## src/rtl/cpu_fetch_sequencer.sv

```systemverilog
// Instruction fetch/sequencing front end: owns PC, IR and execute phase, fetches over req/valid.
// Optional fetch watchdog enabled by defining FETCH_TIMEOUT_EN.
module cpu_fetch_sequencer #(
    parameter logic [15:0] RESET_PC       = 16'h0000,
    parameter int          TIMEOUT_CYCLES = 64
) (
    input  logic        clk,
    input  logic        reset_n,
    output logic        imem_req,
    output logic [15:0] imem_addr,
    input  logic [15:0] imem_rdata,
    input  logic        imem_valid,
    input  logic [1:0]  ps,
    input  logic        ir_l,
    input  logic        ns,
    input  logic [15:0] branch_off,
    input  logic [15:0] jump_addr,
    output logic [15:0] ir,
    output logic        state,
    output logic [15:0] pc,
    output logic        exec_en,
    output logic        halted,
    output logic        fetch_fault
);

    typedef enum logic [1:0] {FETCH, EXEC, HALT} fsm_t;

    fsm_t        fsm_reg, fsm_next;
    logic [15:0] pc_reg, pc_next;
    logic [15:0] ir_reg, ir_next;
    logic        state_reg, state_next;
    logic        fault_reg, fault_next;
    logic        req_en_reg;
    logic        fetch_active;
    logic        timeout_hit;

    // req_en_reg holds the request off until the first edge after reset release.
    assign fetch_active = (fsm_reg == FETCH) && req_en_reg;

`ifdef FETCH_TIMEOUT_EN
    localparam int TW = $clog2(TIMEOUT_CYCLES + 1);
    logic [TW-1:0] tmo_cnt_reg;

    always_ff @(posedge clk or negedge reset_n) begin
        if (!reset_n) begin
            tmo_cnt_reg <= '0;
        end else if (fetch_active && !imem_valid) begin
            tmo_cnt_reg <= tmo_cnt_reg + 1'b1;
        end else begin
            tmo_cnt_reg <= '0;
        end
    end

    assign timeout_hit = fetch_active && !imem_valid && (tmo_cnt_reg == TW'(TIMEOUT_CYCLES - 1));
`else
    // Watchdog absent: the limit only matters when the feature is built in.
    assign timeout_hit = (TIMEOUT_CYCLES < 0);
`endif

    always_comb begin
        fsm_next   = fsm_reg;
        pc_next    = pc_reg;
        ir_next    = ir_reg;
        state_next = state_reg;
        fault_next = fault_reg | timeout_hit;
        imem_req   = 1'b0;
        exec_en    = 1'b0;
        halted     = 1'b0;
        case (fsm_reg)
            FETCH: begin
                imem_req = fetch_active;
                if (fetch_active && imem_valid) begin
                    ir_next    = imem_rdata;
                    state_next = 1'b0;
                    fsm_next   = EXEC;
                end else if (timeout_hit) begin
                    fsm_next = HALT;
                end
            end
            EXEC: begin
                exec_en = 1'b1;
                // A second-phase request while already in phase two is treated as final.
                if (ns && !state_reg) begin
                    state_next = 1'b1;
                end else if (ir_l) begin
                    state_next = 1'b0;
                    fsm_next   = FETCH;
                    case (ps)
                        2'b00:   pc_next = pc_reg;
                        2'b01:   pc_next = pc_reg + 16'd1;
                        2'b10:   pc_next = pc_reg + 16'd1 + branch_off;
                        default: pc_next = jump_addr;
                    endcase
                end else begin
                    fsm_next = HALT;
                end
            end
            HALT: begin
                halted = 1'b1;
            end
            default: begin
                fsm_next = HALT;
            end
        endcase
    end

    always_ff @(posedge clk or negedge reset_n) begin
        if (!reset_n) begin
            fsm_reg    <= FETCH;
            pc_reg     <= RESET_PC;
            ir_reg     <= 16'h0000;
            state_reg  <= 1'b0;
            fault_reg  <= 1'b0;
            req_en_reg <= 1'b0;
        end else begin
            fsm_reg    <= fsm_next;
            pc_reg     <= pc_next;
            ir_reg     <= ir_next;
            state_reg  <= state_next;
            fault_reg  <= fault_next;
            req_en_reg <= 1'b1;
        end
    end

    assign imem_addr   = pc_reg;
    assign pc          = pc_reg;
    assign ir          = ir_reg;
    assign state       = state_reg;
    assign fetch_fault = fault_reg;

endmodule

```

## config.mk

```make
export PLATFORM = sky130hd
export DESIGN_NAME = cpu_fetch_sequencer
export DESIGN_NICKNAME = d
export VERILOG_FILES = /design/src/rtl/cpu_fetch_sequencer.sv
export SDC_FILE = /design/constraint.sdc
export NUM_CORES = 1
export LEC_CHECK = 0
export BUFFER_PORTS_ARGS = -buffer_cell sky130_fd_sc_hd__buf_2
export CELL_PAD_IN_SITES_DETAIL_PLACEMENT = 0
export CELL_PAD_IN_SITES_GLOBAL_PLACEMENT = 2
export CORE_UTILIZATION = 26
export DETAILED_ROUTE_END_ITERATION = 10
export PLACE_DENSITY = 0.87
export SYNTH_ARGS = -nofsm -noshare
export SYNTH_HDL_FRONTEND = slang
export SYNTH_SLANG_ARGS = --single-unit
```

## constraint.sdc

```tcl
create_clock -name clk -period 2.6 [get_ports clk]
set_input_delay 0.52 -clock clk [delete_from_list [all_inputs] [get_ports clk]]
set_output_delay 0.52 -clock clk [all_outputs]
set_load 0.05 [all_outputs]
```

After elaboration in Yosys (flattened, before gate mapping)
Cells that the tools add are included.
Widths: inputs -> output; s select.
{"block": "totals", "register_bits": 36, "output_inout_bits": 53, "elab_cells": 40}
{"block": "classes", "eq_ne": 7, "n_addsub": 2, "n_reduce_logical": 11, "n_mux": 12, "n_bitwise": 3}
{"cell": "$pmux 16 s3", "n": 1}
{"cell": "$add 16x1->16 const B", "n": 1}
{"cell": "$add 16x16->16", "n": 1}
{"cell": "$mux 1", "n": 6}
{"cell": "$mux 2", "n": 3}
{"cell": "$pmux 2 s3", "n": 1}
{"cell": "$reduce_and 3->1", "n": 2}
{"cell": "$eq 2x1->1 const B", "n": 2}
{"cell": "$eq 2x2->1 const B", "n": 2}
{"cell": "$logic_not 2->1", "n": 2}
{"cell": "$reduce_and 4->1", "n": 1}
{"cell": "$logic_and 1x1->1", "n": 3}
{"cell": "$ne 3x3->1 const B", "n": 1}
{"cell": "$not 1->1", "n": 3}
{"cell": "$ne 2x1->1 const B", "n": 1}
{"cell": "$ne 2x2->1 const B", "n": 1}
{"cell": "$pmux 1 s2", "n": 1}
{"cell": "$reduce_and 2->1", "n": 1}
{"cell": "$reduce_bool 2->1", "n": 1}
{"cell": "$logic_not 1->1", "n": 1}

Longest topological paths before layout
{"block": "logic_depth", "word_depth": 5, "ltp_mapped": 13, "ltp_nobuf": 13}

Least setup slack after synthesis
No wires, ideal clock.
{"block": "synth_timing", "kind": "reg2reg", "startpoint": "reg pc_reg[1], in the netlist imem_addr[1]", "endpoint": "reg pc_reg[12], in the netlist imem_addr[12]", "slack_ns": -0.480, "setup_time_ns": 0.128, "required_ns": 2.472, "path_stages_with_launch": 12, "arrival_time_ns": 2.952, "path_cell_list": "dfrtp_1 ha_1 nand3_1 xnor2_1 ha_1 a21o_1 a221o_1 a21oi_1 o211ai_1 xor2_1 a221oi_1 o21ai_1"}
{"block": "synth_between", "elab_chain_cells": 3}
{"item": "start: declaration", "line_no": "29", "rtl": "logic [15:0] pc_reg, pc_next;"}
{"item": "start signal: assignment", "line_no": "117", "rtl": "pc_reg <= pc_next;"}
{"item": "$add 16x1->16 *", "line_no": "90, 91"}
{"item": "$add 16x16->16", "line_no": "91", "rtl": "2'b10: pc_next = pc_reg + 16'd1 + branch_off;"}
{"item": "$pmux 16 s3 *", "line_no": "88", "rtl": "case (ps)"}
Mark *: on every way between the ends. The rest lies on a longest branch, timed or not.
A chain may end at the register's enable or synchronous reset.

Final worst setup path
{"block": "layout_timing", "startpoint": "reg pc_reg[0], in the netlist imem_addr[0]", "endpoint": "reg pc_reg[12], in the netlist imem_addr[12]"}
Same word-level chain as after synthesis.

==> reports/qor.yml <==
drv_cap: 0
syn_inst: 302
yosysSeqAreaShare: 0.318
antenna_found_initial: 0
routed_wirelength_mm: 9.53
wl_per_cell_um: 16.3
crit_path_end_kind: "register"
post-route-drc-count: 0
syn2layout_area_growth_pct: 57.2
grt_pass1_vias: 2781
status: "finished, violations left"
yosysWarningCount: 0
worstHoldPathType: "in2async"
setup_violations: 8
clockBufferDepth: 2
cts_tree: "built"
grt_usage: 0.159
drv_slew: 0
fin_crit_sh: 1.04
syn_avg_cell_area_um2: 9.37
ant_nets: 0
drive_gt1_frac: 0.565
critPathRequiredTime_ns: 2.79
synth_seq_cells: 36
worst-path-max-fanout: 4
cts_hold_buf: 0
grt_max_degree: 37
synthArstFlopShare: 1.00
die_h_um: 106
p_per_area_mw_per_mm2: 1340
ir_worst_vdd_uv: 750
die-area_mm2: 0.0113
hpwl_mm: 6.94
syn_nets: 381
core_area_mm2: 0.0104
critical_path.startpoint: "imem_addr[0]"
die_w_um: 106
clock_tree.root_cell: "clkbuf_8"
htreeDepth: 2
gp_congestion: 0.902
p_leak_nw: 2.09
hold_violations: 0
clk_latency_ns: 0.29
finalPower_w: 0.00596
grt_pass1_wl_mm: 14.0
synth_edf_count: 0
post-place-ws_ns: -0.154
num_io_pins: 108
drt-initial-drc-count: 127
synth.distinct_cells: 54
crit_type: "reg2reg"
relSlewSlack: 0.433
rr_startpoint: "imem_addr[0]"
start_util: 0.272
grt-ovfl-total: 0
numCtsBuffers: 5
nNetsFinal: 526
synth_flop_cell: "dfrtp_1"
skew_ns: 0.0105
clkTransAtPathRegs_ns: 0.08
vias: 2895
timing.hold.ws_ns: 0.335
rsz0062_at_grt: "yes"
finish.utilization: 0.427
viasPerCell: 4.96
fin_ws_ns: -0.103
n_antenna_cell: 0
io_buffer_count: 106
min_period_ns: 2.70
fp-row-count: 37
violations: "negative setup slack"
max_freq_mhz: 370
firstDrtPassIters: 4
arrival_ns: 2.89
worst_pin_slew_ns: 0.850
cts_num_sinks: 36
syn-cell-area_mm2: 0.00283
worstSetupStartpointType: "register"
[synthesized netlist by cell type (9+ instances only)]
cell type  count  area [um^2]
xor2_1        12          105
ha_1          23          288
xnor2_1       14          123
buf_4         17          128
nand2_1       17         63.8
o21ai_0       10         50.1
and3_1         9         56.3
clkbuf_1      10         37.5
nor2_1        14         52.6
dfrtp_1       36          901
o21ai_1       11         55.1
nand3_1       10         50.1
a21oi_1       13         65.1
nor3_1        11         55.1
[kinds of logic (layout without fill, tap and decap cells)]
logic type                 Yosys count  in the layout  share of synthesized area
AOI/OAI and AO/OA                   79             79                      0.201
xor gates and xnor gates            26             26                     0.0805
adders and majority gates           24             24                      0.109
buffers and inverters               36            182                     0.0708
DFF                                 36             36                      0.318
muxes                               17             17                     0.0672
other                                2              2                    0.00265
and+or+nand+nor                     82             82                      0.150
[layer usage]
layer  track usage  part of all wire
met1         0.207              0.44
met2         0.273              0.49
met4        0.0407            0.0081
met5             0                 0
met3        0.0258             0.068
[per-stage QoR]
step | instances | setup TNS (ns) | cell area, um^2
2_1_floorplan | 302 | -1.00 | 2900
3_5_place_dp | 562 | -0.943 | 3770
5_1_grt | 584 | -1.58 | 4450
3_3_place_gp | 562 | -0.729 | 3770
4_1_cts | 576 | -0.360 | 4090
6_report | 584 | -0.483 | 4450
[placed cells by master (no fill, tap or decap), drive strengths merged, types with 2 or more instances in the layout]
cell      n
a211oi    2
a21o      6
a21oi    13
a221o     3
a221oi    9
a22oi     3
a31o      3
and2      2
and3      9
and4      2
buf     167
clkbuf    6
conb      2
dfrtp    36
ha       23
inv       7
mux2     16
nand2    17
nand2b    2
nand3    10
nand4     4
nor2     14
nor2b     3
nor3     12
nor3b     2
o211ai    5
o21a      2
o21ai    21
o21bai    2
o221ai    2
o31ai     2
or3       3
xnor2    14
xor2     12
[path summary, 6_finish.rpt]
kind                                      end  slack [ns]  depth (start not counted)
max in group asynchronous        imem_addr[8]        1.68                          1
worst max register to register  imem_addr[12]       -0.10                         11
worst min register to register         ir[12]        0.48                          1
worst min-delay path            imem_addr[11]        0.33                          1
min in group clk                       ir[14]        0.45                          2
worst max-delay path            imem_addr[12]       -0.10                         11
[where the power goes]
group,switching (W),internal [W],leakage (nW),total (W)
Combinational,0.00272,0.00173,1.61,0.00445
Clock,0.000214,0.000285,0.0552,0.000499
Sequential,0.000193,0.000814,0.427,0.00101
Total,0.00312,0.00283,2.09,0.00596
[worst max-delay path, cell delays in order (launching register included)]
cell and delay (ns):
dfrtp_2 0.43, buf_6 0.13, inv_1 0.05, ha_1 0.23
fa_2 0.35, a21o_1 0.20, a221o_1 0.41, a21oi_2 0.19
o211ai_1 0.12, xor2_1 0.17, a221oi_2 0.23, o21ai_1 0.08
[cell type report]
| cell class | count | area [um^2] |
|---|---|---|
| Sequential cell | 36 | 911 |
| Clock inverter | 2 | 35.0 |
| Clock buffer | 6 | 72.6 |
| Timing Repair Buffer | 167 | 1020 |
| Tap cell | 136 | 170 |
| Multi-Input combinational cell | 230 | 2210 |
| Fill cell | 1020 | 5970 |
| Inverter | 7 | 26.3 |
[timing repair]
item / in CTS / in global routing
pin swaps: 24 / 41
gates cloned: 0 / 0
setup buffers: 6 / 8
gates resized for setup: 26 / 48
setup endpoints to repair: 10 / 11
(Power assumes the default switching activity.)
